**src/rtl/mips_pkg.sv**
```systemverilog
// -----------------------------------------------------------------------------
// mips_pkg
// Shared definitions for the interrupt controller slice:
//   - FSM state encoding of irq_ctrl (legacy-compatible constants)
//   - default vector base address
//   - helpers: lowest-index priority pick and vector address formation
// No ports (package).
// -----------------------------------------------------------------------------
package mips_pkg;

   localparam logic [1:0] ST_IDLE     = 2'd0;
   localparam logic [1:0] ST_FIRE     = 2'd1;
   localparam logic [1:0] ST_WAIT_ACK = 2'd2;
   localparam logic [1:0] ST_HOLDOFF  = 2'd3;

   localparam logic [15:0] VEC_BASE_DEFAULT = 16'h0040;

   // Index of the lowest set bit; 0 when no bit is set.
   function automatic logic [2:0] lowest_set(input logic [7:0] bits);
      logic [2:0] idx;
      idx = '0;
      for (int unsigned i = 0; i < 8; i++) begin
         if (bits[7 - i]) idx = 3'(7 - i);
      end
      return idx;
   endfunction

   // Vector address = base + 4*id, wrapping modulo 2^16.
   function automatic logic [15:0] vector_addr(input logic [15:0] base,
                                               input logic [2:0]  id);
      return base + {11'd0, id, 2'b00};
   endfunction

endpackage

```
**src/rtl/irq_sync_edge.sv**
```systemverilog
// -----------------------------------------------------------------------------
// irq_sync_edge
// Two-flop synchronizer plus rising-edge detector for one interrupt line.
// Ports:
//   clk   - sole clock, rising edge
//   reset - synchronous, active-low reset
//   irq   - asynchronous external request, active-high
//   rise  - one-cycle pulse when a low-to-high transition has been seen
// -----------------------------------------------------------------------------
module irq_sync_edge
   import mips_pkg::*;
(
   input  logic clk,
   input  logic reset,
   input  logic irq,
   output logic rise
);

   logic meta;
   logic sync;
   logic prev;
   logic live;
   logic armed;

   // live marks that meta holds a real sample rather than its reset value;
   // armed is set only once the line has really been observed low, so a line
   // already high when reset releases does not produce a spurious edge.
   always_ff @(posedge clk) begin
      if (!reset) begin
         meta  <= 1'b0;
         sync  <= 1'b0;
         prev  <= 1'b0;
         live  <= 1'b0;
         armed <= 1'b0;
      end else begin
         meta  <= irq;
         sync  <= meta;
         prev  <= sync;
         live  <= 1'b1;
         armed <= armed | (live & ~meta);
      end
   end

   assign rise = sync & ~prev & armed;

endmodule

```
**src/rtl/irq_ctrl.sv**
```systemverilog
// -----------------------------------------------------------------------------
// irq_ctrl
// Prioritised vectored interrupt controller: synchronises and edge-detects
// NUM_IRQ request lines, holds them pending until acknowledged, fires a
// one-cycle interrupt pulse for the lowest-index enabled pending line, and
// presents its vector on data_in until the processor acknowledges.
// Ports:
//   clk       - sole clock, rising edge
//   reset     - synchronous, active-low reset
//   irq_in    - asynchronous external requests, active-high
//   mask_wr   - write strobe for the enable mask
//   mask_data - new enable mask, 1 = enabled
//   ack       - one-cycle acknowledge from the processor
//   ext_data  - normal peripheral data
//   interrupt - one-cycle pulse to the processor interrupt input
//   data_in   - vector while vec_valid, else ext_data
//   vec_valid - high in FIRE and WAIT_ACK
//   pending   - current pending register
// -----------------------------------------------------------------------------
module irq_ctrl
   import mips_pkg::*;
#(
   parameter int unsigned NUM_IRQ     = 4,
   parameter logic [15:0] VEC_BASE    = VEC_BASE_DEFAULT,
   parameter int unsigned ACK_TIMEOUT = 16,
   parameter int unsigned HOLDOFF     = 2
) (
   input  logic               clk,
   input  logic               reset,
   input  logic [NUM_IRQ-1:0] irq_in,
   input  logic               mask_wr,
   input  logic [NUM_IRQ-1:0] mask_data,
   input  logic               ack,
   input  logic [15:0]        ext_data,
   output logic               interrupt,
   output logic [15:0]        data_in,
   output logic               vec_valid,
   output logic [NUM_IRQ-1:0] pending
);

   logic [NUM_IRQ-1:0] rise;
   logic [NUM_IRQ-1:0] mask;
   logic [NUM_IRQ-1:0] pending_q;
   logic [NUM_IRQ-1:0] eligible;
   logic [NUM_IRQ-1:0] clr;
   logic [1:0]         state;
   logic [2:0]         id;
   logic [7:0]         cnt;
   logic               take;

   for (genvar g = 0; g < NUM_IRQ; g++) begin : g_line
      irq_sync_edge u_sync (
         .clk   (clk),
         .reset (reset),
         .irq   (irq_in[g]),
         .rise  (rise[g])
      );
   end

   assign eligible = pending_q & mask;

   // Only an ack while waiting for one clears anything.
   always_comb begin
      take = (state == ST_WAIT_ACK) && ack;
      clr  = '0;
      for (int unsigned i = 0; i < NUM_IRQ; i++) begin
         clr[i] = take && (id == 3'(i));
      end
   end

   // A new edge overrides a same-cycle acknowledge clear.
   always_ff @(posedge clk) begin
      if (!reset) begin
         pending_q <= '0;
         mask      <= '0;
      end else begin
         pending_q <= (pending_q & ~clr) | rise;
         if (mask_wr) mask <= mask_data;
      end
   end

   always_ff @(posedge clk) begin
      if (!reset) begin
         state <= ST_IDLE;
         id    <= '0;
         cnt   <= '0;
      end else begin
         case (state)
            ST_IDLE: begin
               if (|eligible) begin
                  id    <= lowest_set(8'(eligible));
                  state <= ST_FIRE;
               end
            end
            ST_FIRE: begin
               cnt   <= 8'(ACK_TIMEOUT);
               state <= ST_WAIT_ACK;
            end
            ST_WAIT_ACK: begin
               if (ack) begin
                  cnt   <= 8'(HOLDOFF);
                  state <= ST_HOLDOFF;
               end else begin
                  cnt <= cnt - 8'd1;
                  if (cnt == 8'd1) state <= ST_FIRE;
               end
            end
            ST_HOLDOFF: begin
               // HOLDOFF of 0 or 1 both leave after a single cycle.
               if (cnt <= 8'd1) state <= ST_IDLE;
               else             cnt   <= cnt - 8'd1;
            end
            default: state <= ST_IDLE;
         endcase
      end
   end

   assign interrupt = (state == ST_FIRE);
   assign vec_valid = (state == ST_FIRE) || (state == ST_WAIT_ACK);
   assign data_in   = vec_valid ? vector_addr(VEC_BASE, id) : ext_data;
   assign pending   = pending_q;

endmodule

```
**config.mk**
```make
export PLATFORM = sky130hd
export DESIGN_NAME = irq_ctrl
export DESIGN_NICKNAME = d
export VERILOG_FILES = /design/src/rtl/mips_pkg.sv /design/src/rtl/irq_sync_edge.sv /design/src/rtl/irq_ctrl.sv
export SDC_FILE = /design/constraint.sdc
export NUM_CORES = 1
export LEC_CHECK = 0
export ABC_AREA = 1
export CAP_MARGIN = 20
export CORE_ASPECT_RATIO = 0.75
export CORE_MARGIN = 2
export CORE_UTILIZATION = 50
export DETAILED_ROUTE_END_ITERATION = 12
export PLACE_DENSITY_LB_ADDON = 0.12
export SLEW_MARGIN = 20
export SYNTH_ARGS = -nofsm -noshare
export SYNTH_HDL_FRONTEND = slang
export SYNTH_HIERARCHICAL = 1
export SYNTH_SLANG_ARGS = --single-unit
```
**constraint.sdc**
```tcl
create_clock -name clk -period 3.6 [get_ports clk]
set_clock_uncertainty 0.1 [all_clocks]
set_input_delay 1.08 -clock clk [delete_from_list [all_inputs] [get_ports clk]]
set_output_delay 1.08 -clock clk [all_outputs]
set_load 0.01 [all_outputs]
```
==> flow_summary_export.csv, run 1 <==
group,metric,value,unit
clocking,insertion_delay,0.28,ns
drt,drc_errors,0,
timing,drv_slew,0,
timing,finalHoldViolCount,0,
drt,vias_per_cell,4.571,
logic_synthesis,synthDistinctLibCells,24,
clocking,cts_root_buf,"clkbuf_8",
worst_hold_path,hp-start,"g_line[2].u_sync/meta$_SDFF_PN0_",
worst_hold_path,min_to,"g_line[2].u_sync/sync$_SDFF_PN0_",
power,pwr-share-comb,0.432,
critical_path,rrSetupSlack,1.62,ns
power,power_leakage,1.177,nW
clocking,cts.path.max_buffers,2,
logic_synthesis,async_flop_share,0,
timing,worstMarginPinSlew,0.4985,ns
logic_synthesis,synth.avg_cell_area,7.048,µm²
cells_and_area,nets,350,
power,p_int,1.017,mW
worst_hold_path,min_path_type,"register to register",
power,clkPwrFrac,0.222,
timing,fin_tns_setup,0,ns
clocking,cts_resized,0,
critical_path,cp_slowest_cell,"clkdlybuf4s50_1",
critical_path,crit_top_cell,"clkdlybuf4s50_1",
power,p_per_area,641.3,mW/mm²
critical_path,crit_path_start_kind,"input pin",
clocking,cts_tree,"built",
grt,grtUsageTotal,0.1933,
logic_synthesis,synth_edf_count,0,
floorplanning,rows,18,
critical_path,worstPathMaxFanout,1,
drt,detail-route-antenna-nets,0,
cells_and_area,areaGrowthSynthToFinish,36.19,%
floorplanning,die_w,73.77,µm
cells_and_area,n_fill_cell,276,
power,pwr-share-seq,0.346,
grt,grt_remaining_overflow,0,
critical_path,worstPathArrival,2.23,ns
logic_synthesis,syn_nets,294,
grt,grt_max_degree,17,
placed_design,dp_hpwl,2814,µm
critical_path,endpoint_kind,"output port",
power,p_sw,0.5772,mW
drt,vias,1673,
timing,fmaxAchievable,293.1,MHz
worst_hold_path,min_path_cells,2,
clocking,clkTransAtPathRegs,0.08,ns
grt,grt_pass1_wl,6354,µm
clocking,numCtsBuffers,5,
placed_design,gp_congestion,0.8425,
cells_and_area,drive_gt1_frac,0.07911,
power,p_sw_frac,0.3620,
clocking,clock-sinks,40,
floorplanning,die_h,56.33,µm
logic_synthesis,syn_inst,259,
status,outcome,"complete, no violations",
timing,slew-limit-headroom,0.6666,
timing,timing.final.ws_setup,0.1879,ns
clocking,cts_setup_buffers,0,
floorplanning,core-area,0.003401,mm²
drt,drtIter0Drc,127,
logic_synthesis,synth_ff_type,"dfxtp_1",
critical_path,critPathKind,"input pin to output port",
cells_and_area,insertedDiodeCount,0,
placed_design,numPortBuffers,49,
floorplanning,ios,50,
grt,grt_pass1_vias,1546,
cells_and_area,multi_input_area,784.5,µm²
power,worst_ir_drop_vdd,0.3919,mV
logic_synthesis,synth_most_common_cell,"inv_1",
clocking,htreeDepth,2,
drt,routedWlPerCell,10.17,µm
logic_synthesis,synth.largest_area_cell,"dfxtp_1",
timing,setup_violations,0,
timing,fin_crit_sh,0.9478,
floorplanning,floorplan.initialDensity,0.5368,
clocking,cts_hold_buf,0,
flow_run,cap_viol_max_count,0,
drt,routed_wl,3723,µm
logic_synthesis,ys_seq_area_frac,0.4387,
critical_path,timing.rr.start,"state[0]$_SDFFE_PN0P_",
critical_path,max_stage_delay,0.48,ns
logic_synthesis,synth_common_cells,"inv_1 (56), nand2_1 (51), dfxtp_1 (40), nor2_1 (39), o21ai_0 (13)",
cells_and_area,ff_latch_area,800.8,µm²
timing,rsz0062_at_grt,"no",
grt,antenna_found_initial,0,
logic_synthesis,synth_area_leaders,"dfxtp_1 (44%), inv_1 (12%), nand2_1 (10%)",
critical_path,worstPathCellList,"clkdlybuf4s50_1 -> or2_2 -> clkdlybuf4s50_1",
logic_synthesis,yosysWarnings,6,
critical_path,required,2.42,ns
timing,finalCriticalPeriod,3.412,ns
logic_synthesis,synth-seq-cells,40,
logic_synthesis,synth_area,0.001826,mm²
logic_synthesis,synth_top_area_frac,0.4387,
placed_design,placedCellCount,358,
cells_and_area,fin_cells,366,
critical_path,reg2regPathDepth,7,
placed_design,dp_slack,0.1833,ns
drt,drt_pre_antenna_iters,4,
floorplanning,die_area,0.004155,mm²
critical_path,r2r-end,"cnt[2]$_SDFFE_PN0P_",
power,finalPower,1.594,mW
[layout make-up]
| type | count | share of cell area |
|---|---|---|
| well taps | 50 | 0.02516 |
| flip-flops and latches | 40 | 0.3221 |
| multi-input cells | 157 | 0.3156 |
| inverters | 60 | 0.09059 |
| repair buffers | 51 | 0.2033 |
| clock inverters | 2 | 0.01409 |
| clock buffers | 6 | 0.02919 |
[cells in the final DEF, fill, tap and decap left out]
| cell type | n |
|---|---|
| nand2_2 | 3 |
| inv_2 | 4 |
| o21bai_2 | 1 |
| o21bai_1 | 1 |
| nor3_1 | 3 |
| nand3_1 | 9 |
| inv_1 | 56 |
| bufinv_16 | 1 |
| clkdlybuf4s50_1 | 49 |
| a211oi_1 | 2 |
| ha_1 | 7 |
| nand2_1 | 51 |
| nor2_1 | 39 |
| buf_4 | 2 |
| or2_2 | 1 |
| o21ai_0 | 13 |
| a21oi_2 | 5 |
| clkbuf_1 | 1 |
| xor2_1 | 1 |
| o31ai_1 | 4 |
| o21ai_2 | 1 |
| dfxtp_1 | 40 |
| clkbuf_8 | 5 |
| nand4_1 | 2 |
| clkinv_2 | 1 |
| a21oi_1 | 12 |
| nor2_2 | 1 |
| o21ai_1 | 1 |
[critical path, delay by kind of cell]
| family | cells | cell delay, ns |
|---|---|---|
| buf+inv | 2 | 0.88 |
| simple gates | 1 | 0.27 |
[worst max-delay path by stage]
| stage | startpoint | end | slack [ns] | cells past startpoint |
|---|---|---|---|---|
| 2_1_floorplan | ext_data[6] | data_in[6] | 1.05 | 1 |
| 3_3_place_gp | ext_data[6] | data_in[6] | 0.21 | 3 |
| 3_5_place_dp | ext_data[6] | data_in[6] | 0.18 | 3 |
| 4_1_cts | ext_data[6] | data_in[6] | 0.18 | 3 |
| 5_1_grt | state[0]$_SDFFE_PN0P_ | data_in[3] | 0.03 | 5 |
| 6_report | ext_data[6] | data_in[6] | 0.19 | 3 |
[metal layers]
metal,global-route usage,part of all wire
met2,0.2908,0.42
met4,0.03117,0
met5,0,0
met1,0.2676,0.50
met3,0.07361,0.074
[power by group through the flow]
stage                     Clock, mW  Combinational (mW)  Sequential (mW)
after floorplan                   0               0.445            0.550
after global placement            0               0.678            0.559
after detailed placement          0               0.688            0.561
after CTS                     0.362               0.693            0.551
after global routing          0.382               0.789            0.562
final                         0.354               0.689            0.552
[per-stage QoR]
stage / hold WS [ns] / utilization / cell area [µm²]
after floorplan: 0.3071 / - / 1826
after global placement: 0.3123 / 0.6994 / 2379
after detailed placement: 0.3146 / 0.6994 / 2379
after CTS: 0.3261 / 0.7311 / 2486
after global routing: 0.3376 / 0.7311 / 2486
final: 0.3250 / 0.7311 / 2486
[logic make-up after synthesis]
logic type / Yosys count / share of synthesized area
AOI/OAI and AO/OA: 40 / 0.1350
xor gates and xnor gates: 1 / 0.004799
adders and majority gates: 7 / 0.04798
buffers and inverters: 62 / 0.1316
DFF: 40 / 0.4387
and+or+nand+nor: 109 / 0.2419
[state kept, by name, summed over array words and instances (netlist names), 4 cells and up]
register / count
pending: 4
mask: 4
g_line.u_sync/prev: 4
g_line.u_sync/live: 4
cnt: 8
g_line.u_sync/sync: 4
g_line.u_sync/armed: 4
g_line.u_sync/meta: 4
Note: power is estimated with default switching activity, not from simulation.
==> inputs of run 2 (changes only) <==
ABC_AREA = default   (was 1)
CTS_CLUSTER_DIAMETER = 30   (was default)
==> run 2 against run 1 <==
  * Sequential share of layout area is 0.59 points higher
  * Highest routed layer is now met4
  * Sequential cell count unchanged
  * Critical path type unchanged
  * Largest power group unchanged
  * Count of clock-buffer cells in the layout decreased by 1
==> flow_summary_export.csv, run 2 <==
group,metric,value,unit
status,outcome,"complete, no violations",
drt,drtIter0Drc,84,
critical_path,endpoint_kind,"output port",
power,worst_ir_drop_vdd,0.4258,mV
grt,antenna_found_initial,0,
worst_hold_path,hp-start,"g_line[1].u_sync/meta$_SDFF_PN0_",
logic_synthesis,syn_nets,232,
grt,grt_pass1_vias,1450,
cells_and_area,fin_cells,289,
timing,drv_slew,0,
logic_synthesis,synth_area_leaders,"dfxtp_1 (44%), nor2b_1 (6.2%), ha_1 (4.8%)",
clocking,clock-sinks,40,
logic_synthesis,synth_edf_count,0,
logic_synthesis,synthDistinctLibCells,48,
critical_path,worstPathArrival,2.25,ns
clocking,cts_root_buf,"clkbuf_8",
timing,fin_tns_setup,0,ns
grt,use_met2,0.3256,
drt,drt_pre_antenna_iters,4,
clocking,numCtsBuffers,5,
floorplanning,die_h,56.06,µm
floorplanning,floorplan.initialDensity,0.5348,
grt,grt_use_met3,0.08333,
clocking,cts_setup_buffers,0,
logic_synthesis,synth_area,0.001807,mm²
cells_and_area,largest-register,"cnt",
logic_synthesis,ys_seq_area_frac,0.4432,
timing,setup_violations,0,
grt,globalRouteMet1Util,0.2368,
drt,drc_errors,0,
critical_path,required,2.42,ns
critical_path,rrSetupSlack,1.43,ns
power,power_leakage,0.9585,nW
drt,routedWlPerCell,14.13,µm
floorplanning,die_area,0.004115,mm²
worst_hold_path,min_path_type,"register to register",
drt,vias,1588,
cells_and_area,n_fill_cell,255,
cells_and_area,insertedDiodeCount,0,
timing,fin_crit_sh,0.9522,
worst_hold_path,min_to,"g_line[1].u_sync/sync$_SDFF_PN0_",
critical_path,worstPathMaxFanout,1,
logic_synthesis,yosysWarnings,6,
timing,holdWs,0.3623,ns
critical_path,timing.rr.start,"cnt[0]$_SDFFE_PN0P_",
critical_path,critPathKind,"input pin to output port",
power,finalPower,1.683,mW
timing,fmaxAchievable,291.7,MHz
grt,grtUsageTotal,0.2005,
clocking,cts_tree,"built",
logic_synthesis,synth.avg_cell_area,9.171,µm²
cells_and_area,largest_reg_flops,8,
timing,rsz0062_at_grt,"no",
grt,grt_max_degree,21,
grt,busiest_layer,"met2",
critical_path,cp-startpoint,"ext_data[6]",
logic_synthesis,synth_top_area_frac,0.4432,
floorplanning,rows,18,
critical_path,reg2regPathDepth,6,
logic_synthesis,async_flop_share,0,
logic_synthesis,synth_ff_type,"dfxtp_1",
floorplanning,ios,50,
timing,worstMarginPinSlew,0.5063,ns
logic_synthesis,synth.largest_area_cell,"dfxtp_1",
placed_design,gp_congestion,0.9120,
timing,finalHoldViolCount,0,
clocking,cts.path.max_buffers,2,
floorplanning,core-area,0.003378,mm²
grt,grt_pass1_wl,6306,µm
logic_synthesis,synth_most_common_cell,"dfxtp_1",
drt,routed_wl,4085,µm
clocking,htreeDepth,2,
power,p_per_area,689.5,mW/mm²
critical_path,crit_path_start_kind,"input pin",
placed_design,numPortBuffers,49,
cells_and_area,nets,283,
cells_and_area,final_common_cell,"clkdlybuf4s50_1",
logic_synthesis,synth_common_cells,"dfxtp_1 (40), nor2_1 (21), nor2b_1 (18), and2_1 (12), nand2_1 (10)",
floorplanning,die_w,73.41,µm
timing,finalCriticalPeriod,3.428,ns
flow_run,cap_viol_max_count,0,
cells_and_area,drive_gt1_frac,0.08032,
clocking,clkTransAtPathRegs,0.08,ns
drt,vias_per_cell,5.495,
worst_hold_path,min_path_cells,1,
logic_synthesis,synth-seq-cells,40,
drt,detail-route-antenna-nets,0,
placed_design,placedCellCount,281,
placed_design,dp_hpwl,2993,µm
cells_and_area,final_cell_mix,"clkdlybuf4s50_1 (49), dfxtp_1 (40), nor2_1 (21), nor2b_1 (18), and2_1 (12)",
timing,slew-limit-headroom,0.6615,
logic_synthesis,syn_inst,197,
critical_path,r2r-end,"cnt[7]$_SDFFE_PN0P_",
grt,grt_remaining_overflow,0,
clocking,insertion_delay,0.30,ns
cells_and_area,areaGrowthSynthToFinish,35.11,%
==> run 2: routing by layer <==
layer,share of wire,up-vias
li1,-,791
met1,0.44,724
met2,0.45,67
met3,0.10,6
met4,0.0083,0
met5,0,-
==> run 2: cell type report <==
class | count | area (µm²) | area share
Clock buffer | 5 | 68.82 | 0.02819
Multi-Input combinational cell | 140 | 928.4 | 0.3803
Tap cell | 40 | 50.05 | 0.02050
Clock inverter | 3 | 46.29 | 0.01896
Timing Repair Buffer | 52 | 513.0 | 0.2101
Sequential cell | 40 | 800.8 | 0.3280
Inverter | 9 | 33.78 | 0.01384
==> run 2: repair_timing <==
| action | in CTS | in global routing |
|---|---|---|
| setup endpoints to repair | 0 | 2 |
| resized for setup | 0 | 1 |
| hold buffers | 0 | 0 |
==> run 2: where the power goes <==
group          switching, mW  internal [mW]
Sequential            0.0633          0.503
Clock                  0.168          0.209
Combinational          0.378          0.362
==> run 2: through the flow <==
stage | util | cell area, µm² | setup slack, ns
finish | 0.7226 | 2441 | 0.1721
global route | 0.7226 | 2441 | 0.1203
CTS | 0.7219 | 2439 | 0.05966
detailed placement | 0.6878 | 2323 | 0.1643
global placement | 0.6878 | 2323 | 0.1619
floorplan | - | 1807 | 0.9397
==> run 2: worst max-delay path, cell delays in order <==
cell and delay (ns):
clkdlybuf4s50_1 0.42, or2_2 0.27, clkdlybuf4s50_1 0.48
==> run 2: cells by family (layout without fill, tap and decap cells) <==
logic type / Yosys count / after routing / synth area share
AND/OR/NAND/NOR: 82 / 82 / 0.2452
AO/OA/AOI/OAI: 44 / 44 / 0.1794
flip-flops: 40 / 40 / 0.4432
buffers and inverters: 17 / 69 / 0.04431
adder cells (fa/ha/maj): 7 / 7 / 0.04847
multiplexers: 6 / 6 / 0.03463
XOR/XNOR: 1 / 1 / 0.004849
==> run 2: worst max path at each step <==
stage / slack [ns] / cells past startpoint / endpoint
2_1_floorplan: 0.94 / 5 / data_in[6]
4_1_cts: 0.06 / 5 / data_in[6]
6_report: 0.17 / 3 / data_in[6]
3_3_place_gp: 0.16 / 3 / data_in[6]
5_1_grt: 0.12 / 3 / data_in[9]
3_5_place_dp: 0.16 / 3 / data_in[6]
==> inputs of run 3 (changes only) <==
CTS_CLUSTER_SIZE = 40   (was default)
GPL_TIMING_DRIVEN = 1   (was default)
SLEW_MARGIN = default   (was 20)
==> results of run 3 <==
Final layout, timing and power as in run 2 (identical DEF).
